## src/rtl/irq_priority_controller.sv

```systemverilog
// Interrupt priority controller: latches per-source requests (edge or level),
// masks them, and presents one winner at a time to a consumer that acks it.
module irq_priority_controller #(
    parameter int SRC_NUM     = 4,
    parameter int ID_WIDTH    = 2,
    parameter int ROUND_ROBIN = 0,
    parameter int EDGE_MODE   = 1
) (
    input  logic                clk,
    input  logic                reset,
    input  logic [SRC_NUM-1:0]  src_irq,
    input  logic                mask_we,
    input  logic [SRC_NUM-1:0]  mask_in,
    output logic [SRC_NUM-1:0]  mask_out,
    output logic [SRC_NUM-1:0]  pending,
    output logic                irq_out,
    output logic [ID_WIDTH-1:0] irq_id,
    input  logic                irq_ack,
    output logic [1:0]          fsm_state_o
);

    // Handshake: irq_out is the valid and irq_id its payload; irq_ack is a
    // one-cycle ready that only counts while irq_out is high, retiring the grant.

    localparam logic [1:0] ST_IDLE   = 2'd0;
    localparam logic [1:0] ST_ASSERT = 2'd1;
    localparam logic [1:0] ST_GAP    = 2'd2;

    logic [1:0]          state_q, state_d;
    logic [SRC_NUM-1:0]  prev_q;
    logic [SRC_NUM-1:0]  pending_q, pending_d;
    logic [SRC_NUM-1:0]  mask_q, mask_d;
    logic                irq_out_q, irq_out_d;
    logic [ID_WIDTH-1:0] irq_id_q, irq_id_d;
    logic [ID_WIDTH-1:0] rr_ptr_q, rr_ptr_d;

    logic [SRC_NUM-1:0]  eligible;
    logic [SRC_NUM-1:0]  rise;
    logic [SRC_NUM-1:0]  ack_clr;
    logic [ID_WIDTH-1:0] search_base;
    logic [ID_WIDTH-1:0] winner_lo;
    logic [ID_WIDTH-1:0] winner_hi;
    logic                found_hi;
    logic [ID_WIDTH-1:0] winner;
    logic [ID_WIDTH-1:0] ptr_next;
    logic                retire;

    assign eligible    = pending_q & mask_q;
    assign rise        = src_irq & ~prev_q;
    assign search_base = (ROUND_ROBIN != 0) ? rr_ptr_q : '0;

    // Two passes give a wrapping search without modulo arithmetic: prefer the
    // lowest eligible index at or above the base, else the lowest overall.
    always_comb begin : arbiter
        winner_lo = '0;
        winner_hi = '0;
        found_hi  = 1'b0;
        for (int i = SRC_NUM - 1; i >= 0; i--) begin
            if (eligible[i]) begin
                winner_lo = ID_WIDTH'(i);
            end
        end
        for (int i = SRC_NUM - 1; i >= 0; i--) begin
            if (eligible[i] && (ID_WIDTH'(i) >= search_base)) begin
                winner_hi = ID_WIDTH'(i);
                found_hi  = 1'b1;
            end
        end
        winner = found_hi ? winner_hi : winner_lo;
    end

    assign ptr_next = (winner == ID_WIDTH'(SRC_NUM - 1)) ? '0 : (winner + ID_WIDTH'(1));

    always_comb begin : ack_decode
        ack_clr = '0;
        for (int i = 0; i < SRC_NUM; i++) begin
            ack_clr[i] = (irq_id_q == ID_WIDTH'(i));
        end
    end

    always_comb begin : fsm
        state_d   = state_q;
        irq_out_d = irq_out_q;
        irq_id_d  = irq_id_q;
        rr_ptr_d  = rr_ptr_q;
        retire    = 1'b0;
        case (state_q)
            ST_IDLE: begin
                if (|eligible) begin
                    state_d   = ST_ASSERT;
                    irq_out_d = 1'b1;
                    irq_id_d  = winner;
                    if (ROUND_ROBIN != 0) begin
                        rr_ptr_d = ptr_next;
                    end
                end
            end
            ST_ASSERT: begin
                if (irq_ack) begin
                    state_d   = ST_GAP;
                    irq_out_d = 1'b0;
                    retire    = 1'b1;
                end
            end
            ST_GAP: begin
                state_d = ST_IDLE;
            end
            default: begin
                state_d   = ST_IDLE;
                irq_out_d = 1'b0;
            end
        endcase
    end

    // A fresh edge arriving on the retire edge wins over the clear.
    always_comb begin : pending_next
        if (EDGE_MODE != 0) begin
            pending_d = (pending_q & ~({SRC_NUM{retire}} & ack_clr)) | rise;
        end else begin
            pending_d = src_irq;
        end
        mask_d = mask_we ? mask_in : mask_q;
    end

    always_ff @(posedge clk) begin
        if (reset) begin
            state_q   <= ST_IDLE;
            prev_q    <= '0;
            pending_q <= '0;
            mask_q    <= '1;
            irq_out_q <= 1'b0;
            irq_id_q  <= '0;
            rr_ptr_q  <= '0;
        end else begin
            state_q   <= state_d;
            prev_q    <= src_irq;
            pending_q <= pending_d;
            mask_q    <= mask_d;
            irq_out_q <= irq_out_d;
            irq_id_q  <= irq_id_d;
            rr_ptr_q  <= rr_ptr_d;
        end
    end

    assign mask_out    = mask_q;
    assign pending     = pending_q;
    assign irq_out     = irq_out_q;
    assign irq_id      = irq_id_q;
    assign fsm_state_o = state_q;

endmodule

```

## config.mk

```make
export PLATFORM = sky130hd
export DESIGN_NAME = irq_priority_controller
export DESIGN_NICKNAME = d
export VERILOG_FILES = /design/src/rtl/irq_priority_controller.sv
export SDC_FILE = /design/constraint.sdc
export NUM_CORES = 1
export LEC_CHECK = 0
export CAP_MARGIN = 5
export CORE_ASPECT_RATIO = 1.25
export CORE_UTILIZATION = 29
export CTS_BUF_LIST = sky130_fd_sc_hd__clkbuf_8
export DETAILED_ROUTE_END_ITERATION = 10
export SETUP_SLACK_MARGIN = 0.5
export SYNTH_ARGS = -nofsm -noshare
export SYNTH_HDL_FRONTEND = slang
export SYNTH_SLANG_ARGS = --single-unit
```

## constraint.sdc

```tcl
create_clock -name clk -period 0.93 [get_ports clk]
set_input_delay 0.186 -clock clk [delete_from_list [all_inputs] [get_ports clk]]
set_output_delay 0.186 -clock clk [all_outputs]
set_load 0.02 [all_outputs]
```

* Word-level counts from Yosys, hierarchy flattened *
Cells that the tools add are included.
Widths: inputs -> output; s select.

storage, ports and cells
  output and inout bits = 13
  register bits = 17

cells by class
  bitwise gates (word level) = 8
  reduce and logical (&&, ||, !) cells = 6
  eq/ne operators = 7
  multiplexer cells = 12

operators by type and width
  cell                number
  $and 4x4->4         4
  $mux 2              6
  $not 4->4           2
  $eq 2x2->1 const B  3
  $eq 2x1->1 const B  2
  $logic_not 2->1     2
  $mux 1              4
  $ne 2x2->1 const B  2
  $or 4x4->4          1
  $pmux 2 s2          1
  $reduce_and 2->1    2
  $reduce_or 4->1     1
  $pmux 1 s3          1
  $reduce_and 3->1    1
  $not 1->1           1

* Logic depth before layout (Yosys ltp) *
Gate-level depths: netlist (run 1).

  depth after elaboration = 6
  depth in mapped cells = 3
  depth with buffers taken out = 3

* Worst setup path before layout (run 1) *
Ideal clock, no wire load.

  kind = reg-to-reg
  start = register state_q[0] (netlist: fsm_state_o[0])
  end = register irq_id_q[0] (netlist: irq_id[0])
  cell stages (with the launch flop) = 4
  required time = 0.844 ns
  arrival time = 1.075 ns
  setup slack = -0.231 ns
  setup time = 0.086 ns
  path buffers = 0
  period minus slack after synthesis = 1.161 ns
  path through = dfxtp_1 > nor2_2 > a31o_1 > a221oi_2

between the ends
  longest elaborated chain between the ends = 2

ends and longest elaborated chain
  what                        RTL line  RTL
  from (decl)                 29        logic [1:0] state_q, state_d;
  from (signal assigned)      135       state_q <= state_d;
  $logic_not 2->1             87        case (state_q)
  $reduce_and 2->1 (no line)  --
  to (signal assigned)        140       irq_id_q <= irq_id_d;
  to (decl)                   34        logic [ID_WIDTH-1:0] irq_id_q, irq_id_d;

Every way passes these cells.
A chain may end at the register's enable or synchronous reset.

* Worst setup path in the final report (run 1) *
  start = register pending_q[2] (netlist: pending[2])
  end = register state_q[0] (netlist: fsm_state_o[0])

between the ends
  longest elaborated chain between the ends = 4

ends and longest elaborated chain
  what                        RTL line  RTL
  from (decl)                 31        logic [SRC_NUM-1:0] pending_q, pending_d;
  from (signal assigned)      137       pending_q <= pending_d;
  $and 4x4->4                 48        assign eligible = pending_q & mask_q;
  $reduce_or 4->1             89        if (|eligible) begin
  $ne 2x2->1 (no line)        --
  $reduce_and 2->1 (no line)  --

Every way passes these cells.

==> results of run 1 <==
-- through the flow --
stage	util, %	instances	setup slack [ns]	hold WS [ns]
after floorplan	-	64	0.00128	0.252
after global routing	63.9	131	-0.161	0.217
after detailed placement	52.7	122	-0.317	0.460
after global placement	52.7	122	-0.300	0.458
final	63.9	131	-0.111	0.222
after CTS	59.1	129	-0.117	0.214
-- cell families (layout without fill, tap and decap cells) --
family,Yosys count,count (layout),share of synthesized area (%)
simple gates,21,21,21.0
compound gates,24,24,24.7
flops,17,17,52.9
buf+inv,2,49,1.36
-- worst max path at each step --
stage | depth (start not counted) | slack (ns) | end | from
floorplan | 3 | 0.001 | fsm_state_o[0] | mask_out[2]
global placement | 3 | -0.30 | mask_out[3] | mask_we
detailed placement | 3 | -0.32 | mask_out[3] | mask_we
CTS | 4 | -0.12 | fsm_state_o[0] | mask_out[1]
global route | 4 | -0.16 | irq_id[0] | fsm_state_o[0]
finish | 4 | -0.11 | fsm_state_o[0] | pending[2]
-- power by group through the flow --
stage	clock network, mW	registers [mW]	logic (mW)
2_1_floorplan	0	0.924	0.136
3_3_place_gp	0	0.833	0.481
3_5_place_dp	0	0.834	0.485
4_1_cts	0.551	0.835	0.542
5_1_grt	0.588	0.842	0.664
6_report	0.527	0.837	0.620
-- metal layers --
metal / GRT usage, % / vias up / share of wire (%)
li1: - / 328 / -
met1: 18.4 / 300 / 41
met2: 27.0 / 18 / 53
met3: 2.97 / 4 / 4.0
met4: 10.6 / 0 / 2.2
met5: 0 / - / 0
-- Yosys cell counts --
| cell type | instances |
|---|---|
| sky130_fd_sc_hd__nor2b_1 | 8 |
| sky130_fd_sc_hd__o21ai_1 | 5 |
| sky130_fd_sc_hd__or3b_1 | 1 |
| sky130_fd_sc_hd__a22o_1 | 2 |
| sky130_fd_sc_hd__nand2b_1 | 4 |
| sky130_fd_sc_hd__a211o_1 | 4 |
| sky130_fd_sc_hd__a31o_1 | 1 |
| sky130_fd_sc_hd__nor2_2 | 1 |
| sky130_fd_sc_hd__inv_1 | 1 |
| sky130_fd_sc_hd__nand2_1 | 4 |
| sky130_fd_sc_hd__nand4b_1 | 1 |
| sky130_fd_sc_hd__nor4bb_1 | 1 |
| sky130_fd_sc_hd__a211oi_1 | 1 |
| sky130_fd_sc_hd__a221oi_2 | 1 |
| sky130_fd_sc_hd__a21oi_1 | 8 |
| sky130_fd_sc_hd__nand4bb_1 | 1 |
| sky130_fd_sc_hd__dfxtp_1 | 17 |
| sky130_fd_sc_hd__buf_2 | 1 |
| sky130_fd_sc_hd__o21ai_0 | 2 |
-- placed cells by master, fill, tap and decap left out --
cell	Yosys	layout
sky130_fd_sc_hd__dfxtp_4	0	12
sky130_fd_sc_hd__o21ai_0	2	2
sky130_fd_sc_hd__o21ai_1	5	2
sky130_fd_sc_hd__clkbuf_8	0	3
sky130_fd_sc_hd__buf_6	0	27
sky130_fd_sc_hd__a21oi_1	8	7
sky130_fd_sc_hd__buf_8	0	2
sky130_fd_sc_hd__nor2b_4	0	1
sky130_fd_sc_hd__a22o_4	0	2
sky130_fd_sc_hd__nor4bb_2	0	1
sky130_fd_sc_hd__nand2b_1	4	4
sky130_fd_sc_hd__or3b_1	1	1
sky130_fd_sc_hd__a211oi_2	0	1
sky130_fd_sc_hd__nor2_4	0	1
sky130_fd_sc_hd__dfxtp_2	0	1
sky130_fd_sc_hd__o21ai_2	0	3
sky130_fd_sc_hd__a221oi_2	1	1
sky130_fd_sc_hd__buf_4	0	4
sky130_fd_sc_hd__clkdlybuf4s50_1	0	4
sky130_fd_sc_hd__a31o_1	1	1
sky130_fd_sc_hd__inv_1	1	2
sky130_fd_sc_hd__buf_2	1	1
sky130_fd_sc_hd__dfxtp_1	17	4
sky130_fd_sc_hd__nand2_2	0	1
sky130_fd_sc_hd__a21oi_2	0	1
sky130_fd_sc_hd__a211o_1	4	4
sky130_fd_sc_hd__nand2_1	4	3
sky130_fd_sc_hd__nand4b_1	1	1
sky130_fd_sc_hd__dlygate4sd2_1	0	5
sky130_fd_sc_hd__nor2b_1	8	7
sky130_fd_sc_hd__nand4bb_4	0	1
sky130_fd_sc_hd__dlymetal6s2s_1	0	1
-- repair_timing --
item	CTS	global route
cloned	1	0
resized for setup	103	16
setup endpoints to repair	30	30
setup buffers	2	2
pin swaps	11	10
-- registers in the layout (all words and copies together), names as in the netlist --
register / flops
irq_id: 2
prev_q: 4
pending: 4
irq_out: 1
mask_out: 4
fsm_state_o: 2
-- critical path: cells and delay by family, from the launching register on --
kind                   cells  cell delay, ns
AOI/OAI and AO/OA          3            0.47
buffers and inverters      1            0.12
DFF                        1            0.34
-- final cells by class --
type	instances	area, sq um	area share (%)
Inverter	1	3.75	0.290
Timing Repair Buffer	44	465	35.9
Clock buffer	3	41.3	3.19
Tap cell	20	25.0	1.93
Multi-Input combinational cell	45	369	28.5
Clock inverter	1	3.75	0.290
Sequential cell	17	387	29.9
==> results.sh, run 1 <==
export IMPL_gp_congestion=0.681
export IMPL_power_leakage_nw=0.546
export IMPL_grt_max_degree=10
export IMPL_clock_tree_root_cell="sky130_fd_sc_hd__clkbuf_8"
export IMPL_worstReg2RegStart="pending[2]"
export IMPL_clk_latency_ns=0.25
export IMPL_reg2reg_to="fsm_state_o[0]"
export IMPL_reg2reg_slack_ns=-0.11
export IMPL_yosysSeqAreaShare_pct=52.9
export IMPL_drc_errors=2
export IMPL_power_net_switching_uw=542
export IMPL_die_height_microns=54.7
export IMPL_slowest_stage="sky130_fd_sc_hd__dfxtp_4"
export IMPL_number_of_global_route_vias_before_repair=628
export IMPL_final_count_of_hold_timing_violations=0
export IMPL_cells_after_synth=64
export IMPL_synth_warning_count=0
export IMPL_worstSetupEndpointType="flop"
export IMPL_pwr_share_clk_pct=26.6
export IMPL_postLayoutSetupSlackWorst_ns=-0.111
export IMPL_holdPathStages=3
export IMPL_design_core_area_sq_um=2030
export IMPL_htree_num_levels=1
export IMPL_ff2ff_path_depth=4
export IMPL_vias=650
export IMPL_critPathKind="flop to flop"
export IMPL_die_width_microns=44.1
export IMPL_viasPerCell=4.96
export IMPL_ys_seq_elements=17
export IMPL_global_route_usage_total_pct=16.0
export IMPL_global_route_overflow_total=0
export IMPL_netSwitchingFraction_pct=27.3
export IMPL_antenna_found_initial=0
export IMPL_min_path_type="primary input to flop"
export IMPL_clock_skew_final_ns=0.00205
export IMPL_routed_wirelength_mm=1.71
export IMPL_hpwl_mm=1.11
export IMPL_final_setup_viol_count=10
export IMPL_synthTopCellsByArea="sky130_fd_sc_hd__dfxtp_1, sky130_fd_sc_hd__nor2b_1, sky130_fd_sc_hd__a21oi_1"
export IMPL_synth_top_area_share_pct=52.9
export IMPL_period_needed_ns=1.04
export IMPL_post_synth_cell_area_avg_sq_um=10.0
export IMPL_min_delay_worst_endpoint="fsm_state_o[1]"
export IMPL_final_setup_tns_ns=-0.922
export IMPL_timing_critical_path_cells="buf_6 -> a22o_4 -> o21ai_2 -> a21oi_1"
export IMPL_min_delay_start="reset"
export IMPL_drv_max_cap_violation_count=0
export IMPL_postPlaceCellArea_sq_um=1070
export IMPL_drt_first_pass_iters=7
export IMPL_fraction_of_final_layout_cells_with_drive_strength_greater_than_1_pct=56.8
export IMPL_drt_iter0_markers=11
export IMPL_design_area_final_sq_um=1290
export IMPL_result_of_the_run="complete, but fails checks"
export IMPL_fp_dieArea_sq_um=2410
export IMPL_antenna_cells=0
export IMPL_tritoncts="built"
export IMPL_yosys_area_top_type="sky130_fd_sc_hd__dfxtp_1"
export IMPL_p_seq_share_pct=42.2
export IMPL_p_total_mw=1.98
export IMPL_post_route_period_util_pct=112
export IMPL_synth_fp_nets=76
export IMPL_io_pin_count=25
export IMPL_clock_sink_total=17
export IMPL_report_final_slew_viol_count=0
export IMPL_mappedNetlistArea_sq_um=643
export IMPL_worst_slew_pin_transition_ns=0.241
export IMPL_critPathMaxFanout=3
export IMPL_power_per_cell_area_nw_per_um2=1530
export IMPL_flow_area_growth_from_synthesis_pct=101
export IMPL_slew_headroom_pct=83.8
export IMPL_port_bufs=24
export IMPL_rsz0062_at_grt="yes"
export IMPL_tritoncts_num_buffers=3
export IMPL_irDropWorstVdd_mv=0.846
export IMPL_power_combinational_fraction_pct=31.3
export IMPL_timing_critical_path_slowest_cell_delay_ns=0.34
export IMPL_intPower_mw=1.44
export IMPL_failed_checks="design-rule violations, negative setup slack"
export IMPL_max_clock_path_buffers=2
export IMPL_cell_variety_after_synth=19
export IMPL_crit_required_ns=1.07
export IMPL_route_detailed_wl_per_inst_microns=13.0
export IMPL_nNetsFinal=124
export IMPL_initial_core_util_pct=31.7
export IMPL_path_clk_slew_ns=0.06
export IMPL_rows=18
export IMPL_fill_cells=174
export IMPL_peak_freq_ghz=0.960
export IMPL_cts_hold_repair_buffers=0
export IMPL_postRouteAntennaNets=0
export IMPL_grt_pass1_wl_mm=2.68
export IMPL_cp_arrival_ns=1.18
export IMPL_crit_start_category="flop"
Power figures use the tool's default switching activity.
==> inputs of run 2 (changes only) <==
--- a/config.mk
+++ b/config.mk
@@ -10,6 +10,7 @@
 export CORE_UTILIZATION = 29
 export CTS_BUF_LIST = sky130_fd_sc_hd__clkbuf_8
 export DETAILED_ROUTE_END_ITERATION = 10
+export HOLD_SLACK_MARGIN = 0.08
 export SETUP_SLACK_MARGIN = 0.5
 export SYNTH_ARGS = -nofsm -noshare
 export SYNTH_HDL_FRONTEND = slang
==> results of run 2 <==
No change in the layout: final DEF, timing and power equal those of run 1.
==> inputs of run 3 (changes only) <==
==> constraint.sdc (replaced) <==
create_clock -name clk -period 1.05 [get_ports clk]
set_input_delay 0.21 -clock clk [delete_from_list [all_inputs] [get_ports clk]]
set_output_delay 0.21 -clock clk [all_outputs]
set_load 0.02 [all_outputs]
==> results.sh, run 3 (synthesized netlist as in run 1, its figures left out) <==
export IMPL_result_of_the_run="complete, but fails checks"
export IMPL_failed_checks="design-rule violations"
export IMPL_global_route_usage_total_pct=15.7
export IMPL_holdPathStages=3
export IMPL_ff2ff_path_depth=4
export IMPL_crit_start_category="flop"
export IMPL_post_route_period_util_pct=99.2
export IMPL_final_core_utilization_pct=60.1
export IMPL_routed_wirelength_mm=1.65
export IMPL_commonest_cells_after_routing_fill_and_taps_aside="sky130_fd_sc_hd__buf_6, sky130_fd_sc_hd__dfxtp_4, sky130_fd_sc_hd__buf_4"
export IMPL_drv_max_cap_violation_count=0
export IMPL_final_common_cell="sky130_fd_sc_hd__buf_6"
export IMPL_initial_core_util_pct=31.7
export IMPL_hold_slack_ns=0.294
export IMPL_die_height_microns=54.7
export IMPL_global_route_overflow_total=0
export IMPL_rows=18
export IMPL_worst_slew_pin_transition_ns=0.244
export IMPL_io_pin_count=25
export IMPL_period_needed_ns=1.04
export IMPL_peak_freq_ghz=0.960
export IMPL_postPlaceCellArea_sq_um=1070
export IMPL_postLayoutSetupSlackWorst_ns=0.00839
export IMPL_route_detailed_wl_per_inst_microns=12.7
export IMPL_viasPerCell=4.89
export IMPL_vias=636
export IMPL_design_core_area_sq_um=2030
export IMPL_gp_congestion=0.681
export IMPL_tritoncts_num_buffers=3
export IMPL_number_of_global_route_vias_before_repair=625
export IMPL_final_setup_viol_count=0
export IMPL_postRouteAntennaNets=0
export IMPL_irDropWorstVdd_mv=0.741
export IMPL_power_leakage_nw=0.514
export IMPL_flow_area_growth_from_synthesis_pct=89.5
export IMPL_nNetsFinal=123
export IMPL_port_bufs=24
export IMPL_clock_sink_total=17
export IMPL_clock_skew_final_ns=0.00166
export IMPL_grt_pass1_wl_mm=2.62
export IMPL_drc_errors=2
export IMPL_drt_first_pass_iters=6
export IMPL_grt_max_degree=10
export IMPL_htree_num_levels=1
export IMPL_max_clock_path_buffers=2
export IMPL_final_setup_tns_ns=0
export IMPL_slew_headroom_pct=83.5
export IMPL_drt_iter0_markers=16
export IMPL_design_area_final_sq_um=1220
export IMPL_path_clk_slew_ns=0.06
export IMPL_crit_required_ns=1.21
export IMPL_power_per_cell_area_nw_per_um2=1400
export IMPL_fp_dieArea_sq_um=2410
export IMPL_dpl_worst_slack_ns=-0.221
export IMPL_critPathKind="flop to flop"
export IMPL_hpwl_mm=1.11
export IMPL_clk_latency_ns=0.25
export IMPL_die_width_microns=44.1
export IMPL_final_count_of_hold_timing_violations=0
export IMPL_antenna_found_initial=0
export IMPL_tritoncts="built"
export IMPL_min_path_type="primary input to flop"
export IMPL_cp_arrival_ns=1.20
export IMPL_clock_tree_root_cell="sky130_fd_sc_hd__clkbuf_8"
export IMPL_rsz0062_at_grt="yes"
export IMPL_worstSetupEndpointType="flop"
export IMPL_fraction_of_final_layout_cells_with_drive_strength_greater_than_1_pct=52.7
export IMPL_antenna_cells=0
export IMPL_critPathMaxFanout=7
export IMPL_report_final_slew_viol_count=0
run 3: cell types whose count changed in the layout (fill, tap and decap cells not counted), moves of 2 or more:
| cell | previous run | this run |
|---|---|---|
| sky130_fd_sc_hd__buf_4 | 4 | 8 |
| sky130_fd_sc_hd__buf_6 | 27 | 23 |
| sky130_fd_sc_hd__buf_8 | 2 | 0 |
| sky130_fd_sc_hd__o21ai_1 | 2 | 4 |
| sky130_fd_sc_hd__o21ai_2 | 3 | 1 |
run 3: area by class of cell:
| type | instances | area [sq um] |
|---|---|---|
| timing repair buffer | 43 | 423 |
| tap | 20 | 25.0 |
| clock buffer | 3 | 41.3 |
| inverter | 1 | 3.75 |
| clock inverter | 1 | 3.75 |
| sequential | 17 | 387 |
| fill | 188 | 808 |
| multi-input combinational | 45 | 335 |
run 3: power breakdown:
group	leakage [nW]	switching [mW]	internal [mW]
clock	0.0269	0.206	0.259
combinational	0.340	0.221	0.287
sequential	0.147	0.0377	0.701
run 3: worst max-delay path, cell delays in order, from the launching register on:
cell	delay, ns
sky130_fd_sc_hd__dfxtp_4	0.35
sky130_fd_sc_hd__buf_6	0.12
sky130_fd_sc_hd__nor2_4	0.06
sky130_fd_sc_hd__a31o_1	0.18
sky130_fd_sc_hd__a221oi_2	0.24
run 3: per-layer routing:
layer  wire [microns]  vias to the layer above  GRT usage (%)  part of all wire [%]
met2              828                       18           26.5                    50
met5                0                        -              0                     0
li1                 -                      324              -                     -
met4               37                        0           10.6                   2.2
met3               65                        4           2.97                   3.9
met1              717                      290           18.0                    44
run 3: path summary, 6_finish.rpt:
path                                startpoint             end  slack, ns
worst max-delay path            fsm_state_o[0]       irq_id[0]      0.008
worst min-delay path                     reset  fsm_state_o[1]       0.29
worst max register to register  fsm_state_o[0]       irq_id[0]      0.008
worst min register to register         irq_out         irq_out       0.47
run 3: what timing repair did:
item / 4_1_cts / 5_1_grt
pin swaps: 11 / 9
gates resized for setup: 91 / 13
setup buffers: 2 / 1
cloned: 1 / 0
endpoints found under the setup margin: 30 / 27
hold buffers: 0 / 0
run 3: metrics by stage:
stage | cells | total power, mW
after CTS | 129 | 1.68
final | 130 | 1.71
after global placement | 122 | 1.16
after global routing | 130 | 1.81
after detailed placement | 122 | 1.17
after floorplan | 64 | 0.939
==> RTL change 1, RTL diff (settings of run 2) <==
Make the reset (`reset`) asynchronous in one clocked block.
--- a/src/rtl/irq_priority_controller.sv
+++ b/src/rtl/irq_priority_controller.sv
@@ -122,7 +122,7 @@
         mask_d = mask_we ? mask_in : mask_q;
     end
 
-    always_ff @(posedge clk) begin
+    always_ff @(posedge clk or posedge reset) begin
         if (reset) begin
             state_q   <= ST_IDLE;
             prev_q    <= '0;
Check against the original RTL: differs if reset is asserted again (counterexample within 4 cycles, from zero or initial values and one cycle with reset high); with reset held inactive, the same outputs for 10 cycles.
==> RTL change 1 against run 2 <==
- the flow finishes with violations (negative setup slack)
- sequential cell count stayed put
- via count is 6.2% lower
- synthesized area is 9.1% higher
- clock skew is 0.0016 ns higher
- global-route usage is 0.97 points lower
- utilization is 6.0 points lower
- design area hardly changed
- largest cell class unchanged
- routed wire length is 9.4% higher
- critical path depth stayed put
- hold slack worse by 0.13 ns
- setup slack worse by 0.31 ns
Power is not compared: it rests on default switching activity, and its combinational part moved more than twofold at a synthesized area within 25%.
==> RTL change 1: results (changes against run 2) <==
- Max incr delay on CP: 0.56 ns (was 0.34 ns)
- Number of endpoints failing setup at the final stage: 21 (was 10)
- Largest cells by area after synthesis: sky130_fd_sc_hd__dfrtp_1 (46%), sky130_fd_sc_hd__dfstp_2 (15%), sky130_fd_sc_hd__mux2_2 (6.4%) (was sky130_fd_sc_hd__dfxtp_1 (53%), sky130_fd_sc_hd__nor2b_1 (7.8%), sky130_fd_sc_hd__a21oi_1 (6.2%))
- Mux contribution to synthesized area: 0.0856 (was 0)
- Total placed instance area: 1060 sq um (was 1070 sq um)
- Net count, final: 116 (was 124)
- Crit. Startpoint: mask_out[2]$_DFFE_PP1P_ (was pending[2]$_SDFF_PP0_)
- Iter 0 DRT Violations: 4 (was 11)
- Final critical-path setup slack: -0.417 ns (was -0.111 ns)
- Post-CTS setup-driven buffer insertion count: 6 (was 2)
- DRT Wirelength: 1870 um (was 1710 um)
- HPWL Detailed: 1160 um (was 1110 um)
- Post-Synthesis Net Count: 68 (was 76)
- Sequential element share of the synthesized area: 0.613 (was 0.529)
- Violations in the final reports: negative setup slack (was design-rule violations, negative setup slack)
- Clock Skews: 0.00369 ns (was 0.00205 ns)
- Compound-cell area share of the yosys netlist: 0.168 (was 0.247)
- Number of distinct standard cells referenced by the synthesized netlist: 24 (was 19)
- Outcome: finished, violations left (unchanged)
- Area Growth Syn to Fin: 84.3% (was 101%)
- Most frequent cells after synthesis: sky130_fd_sc_hd__dfrtp_1 (13), sky130_fd_sc_hd__inv_1 (5), sky130_fd_sc_hd__dfstp_2 (4), sky130_fd_sc_hd__mux2_2 (4) (was sky130_fd_sc_hd__dfxtp_1 (17), sky130_fd_sc_hd__a21oi_1 (8), sky130_fd_sc_hd__nor2b_1 (8))
- Number of inserted filler cells in the final layout: 204 (was 174)
- Main synth FF type: sky130_fd_sc_hd__dfrtp_1 (was sky130_fd_sc_hd__dfxtp_1)
- All-layer global routing usage: 0.150 (was 0.160)
- Class of the tightest hold or removal check: in -> async (was in -> reg)
- Number of vias per cell after detailed routing: 4.55 (was 4.96)
==> RTL change 1: through the flow <==
stage / worst slack, ns / instances
global route: -0.462 / 134
detailed placement: -0.443 / 118
global placement: -0.411 / 118
CTS: -0.422 / 129
floorplan: -0.505 / 56
finish: -0.417 / 134
==> RTL change 1: worst max-delay path: cells and delay by family, from the launching register on <==
kind | cells | cell delay, ns
AOI/OAI and AO/OA | 1 | 0.25
DFF | 1 | 0.56
muxes | 1 | 0.29
and+or+nand+nor | 2 | 0.13
==> RTL change 1: layout make-up <==
type	count	area share
Clock buffer	3	0.0319
Clock inverter	1	0.00290
Inverter	5	0.0174
Multi-Input combinational cell	33	0.222
Sequential cell	17	0.340
Tap cell	31	0.0300
Timing Repair Buffer	44	0.355
==> RTL change 1: per-layer routing <==
layer	vias to the layer above	share of wire	GRT usage
met4	0	0.027	0.0924
li1	289	-	-
met5	-	0	0
met3	7	0.041	0.0348
met2	19	0.52	0.229
met1	295	0.41	0.186
==> RTL change 2, RTL diff (config.mk and constraints of run 2) <==
Without the edit above. The parameter `EDGE_MODE` goes from 1 to 0.
--- a/src/rtl/irq_priority_controller.sv
+++ b/src/rtl/irq_priority_controller.sv
@@ -4,7 +4,7 @@
     parameter int SRC_NUM     = 4,
     parameter int ID_WIDTH    = 2,
     parameter int ROUND_ROBIN = 0,
-    parameter int EDGE_MODE   = 1
+    parameter int EDGE_MODE   = 0
 ) (
     input  logic                clk,
     input  logic                reset,
Behaviour: not the same (a bounded check fails within 4 cycles, from zero or initial values and one cycle with reset high).
==> RTL change 2 against run 2 <==
- the flow finishes with violations (negative setup slack)
- power fell by 22%
- synthesized area shrank 26%
- hold slack is essentially flat
- global-route usage fell by 1.4 points
- sequential power shrank 25%
- sequential cell count decreased by 4
- setup slack better by 0.0035 ns
- non-clock buffer count decreased by 3
- clock skew grew 0.0044 ns
- critical path type unchanged
- first-iteration DRC count fell by 82%
- routed wire length down 30%
- design area down 20%
- critical endpoint unchanged
==> RTL change 2: results (changes against run 2) <==
- Outcome: finished, violations left (unchanged)
- Violations in the final reports: negative setup slack (was design-rule violations, negative setup slack)
- HPWL Detailed: 875 um (was 1110 um)
- DRT Wirelength: 1190 um (was 1710 um)
- Data arrival time of the worst path: 1.16 ns (was 1.18 ns)
- Global-route wire length before repair: 1730 um (was 2680 um)
- Number of placed instances, taps included: 99 (was 122)
- All-layer global routing usage: 0.146 (was 0.160)
- Average footprint of a synthesized cell: 10.6 sq um (was 10.0 sq um)
- Non-filler instance count after layout: 107 (was 131)
- Number of global-route vias before repair: 415 (was 628)
- Iter 0 DRT Violations: 2 (was 11)
- Largest cells by area after synthesis: sky130_fd_sc_hd__dfxtp_1 (55%), sky130_fd_sc_hd__nor2b_1 (10%), sky130_fd_sc_hd__a211o_1 (7.3%) (was sky130_fd_sc_hd__dfxtp_1 (53%), sky130_fd_sc_hd__nor2b_1 (7.8%), sky130_fd_sc_hd__a21oi_1 (6.2%))
- Met2 track demand over resource in global routing: 0.234 (was 0.270)
- DR DRC count: 0 (was 2)
- Setup slack at placement: -0.349 ns (was -0.317 ns)
- Leakage Power: 0.463 nW (was 0.546 nW)
- Number of vias per cell after detailed routing: 4.75 (was 4.96)
- Relative slew margins: 0.739 (was 0.838)
- Number of endpoints failing setup at the final stage: 9 (was 10)
- Switching power total: 400 uW (was 542 uW)
- Met2 wirelength from detailed routing: 586 um (was 902 um)
- Peak supply drop: 1.21 mV (was 0.846 mV)
- Final critical-path setup slack: -0.108 ns (was -0.111 ns)
- Clock Skews: 0.00644 ns (was 0.00205 ns)
- Gp weighted congestion: 0.676 (was 0.681)
- Post-Synthesis Net Count: 57 (was 76)
- Net count, final: 102 (was 124)
- Share of total power in sequential cells: 0.409 (was 0.422)
- Wl on met1: 534 um (was 698 um)
- Proportion of power drawn by the clock network: 0.317 (was 0.266)
- Total placed instance area: 883 sq um (was 1070 sq um)
- Global Route met1 Usage: 0.162 (was 0.184)
- Layout cell share with drive strength beyond 1: 0.618 (was 0.568)
RTL change 2: changes by cell type after synthesis, sizes merged:
cell	delta
nand4b	-1
a21oi	-4
nand2b	-4
and4bb	+1
nand4bb	-1
inv	-1
o21ai	-4
dfxtp	-4
nor4bb	-1
RTL change 2: area by class of cell:
cell class                 count  area, sq um
fill                         122          519
timing repair buffer          41          422
sequential                    13          307
multi-input combinational     31          246
clock buffer                   3         41.3
tap                           18         22.5
clock inverter                 1         3.75
RTL change 2: worst register-to-register path: stages (launching register included):
cell and delay [ns]:
sky130_fd_sc_hd__dfxtp_4 0.35, sky130_fd_sc_hd__buf_6 0.11, sky130_fd_sc_hd__a22o_1 0.21, sky130_fd_sc_hd__o21ai_2 0.17
sky130_fd_sc_hd__a21oi_1 0.08
RTL change 2: worst paths after layout:
kind | slack, ns | endpoint | startpoint | cells after the start
worst min register to register | 0.48 | irq_out$_SDFFE_PP0P_ | irq_out$_SDFFE_PP0P_ | 2
worst min-delay path | 0.22 | irq_id[0]$_SDFFE_PP0P_ | reset | 3
worst max-delay path | -0.11 | fsm_state_o[0]$_SDFFE_PP0P_ | mask_out[1]$_SDFFE_PP1P_ | 4
worst max register to register | -0.11 | fsm_state_o[0]$_SDFFE_PP0P_ | mask_out[1]$_SDFFE_PP1P_ | 4
RTL change 2: timing repair:
| action | in CTS | in global routing |
|---|---|---|
| gates resized for setup | 98 | 7 |
| endpoints found under the setup margin | 26 | 24 |
| pin swaps | 8 | 5 |
| cloned | 0 | 0 |
| buffers inserted | 2 | 2 |
RTL change 2: cells by family after synthesis:
logic type / after synthesis / synth area share
compound gates: 16 / 0.249
buf+inv: 1 / 0.0105
flops: 13 / 0.546
simple gates: 15 / 0.194
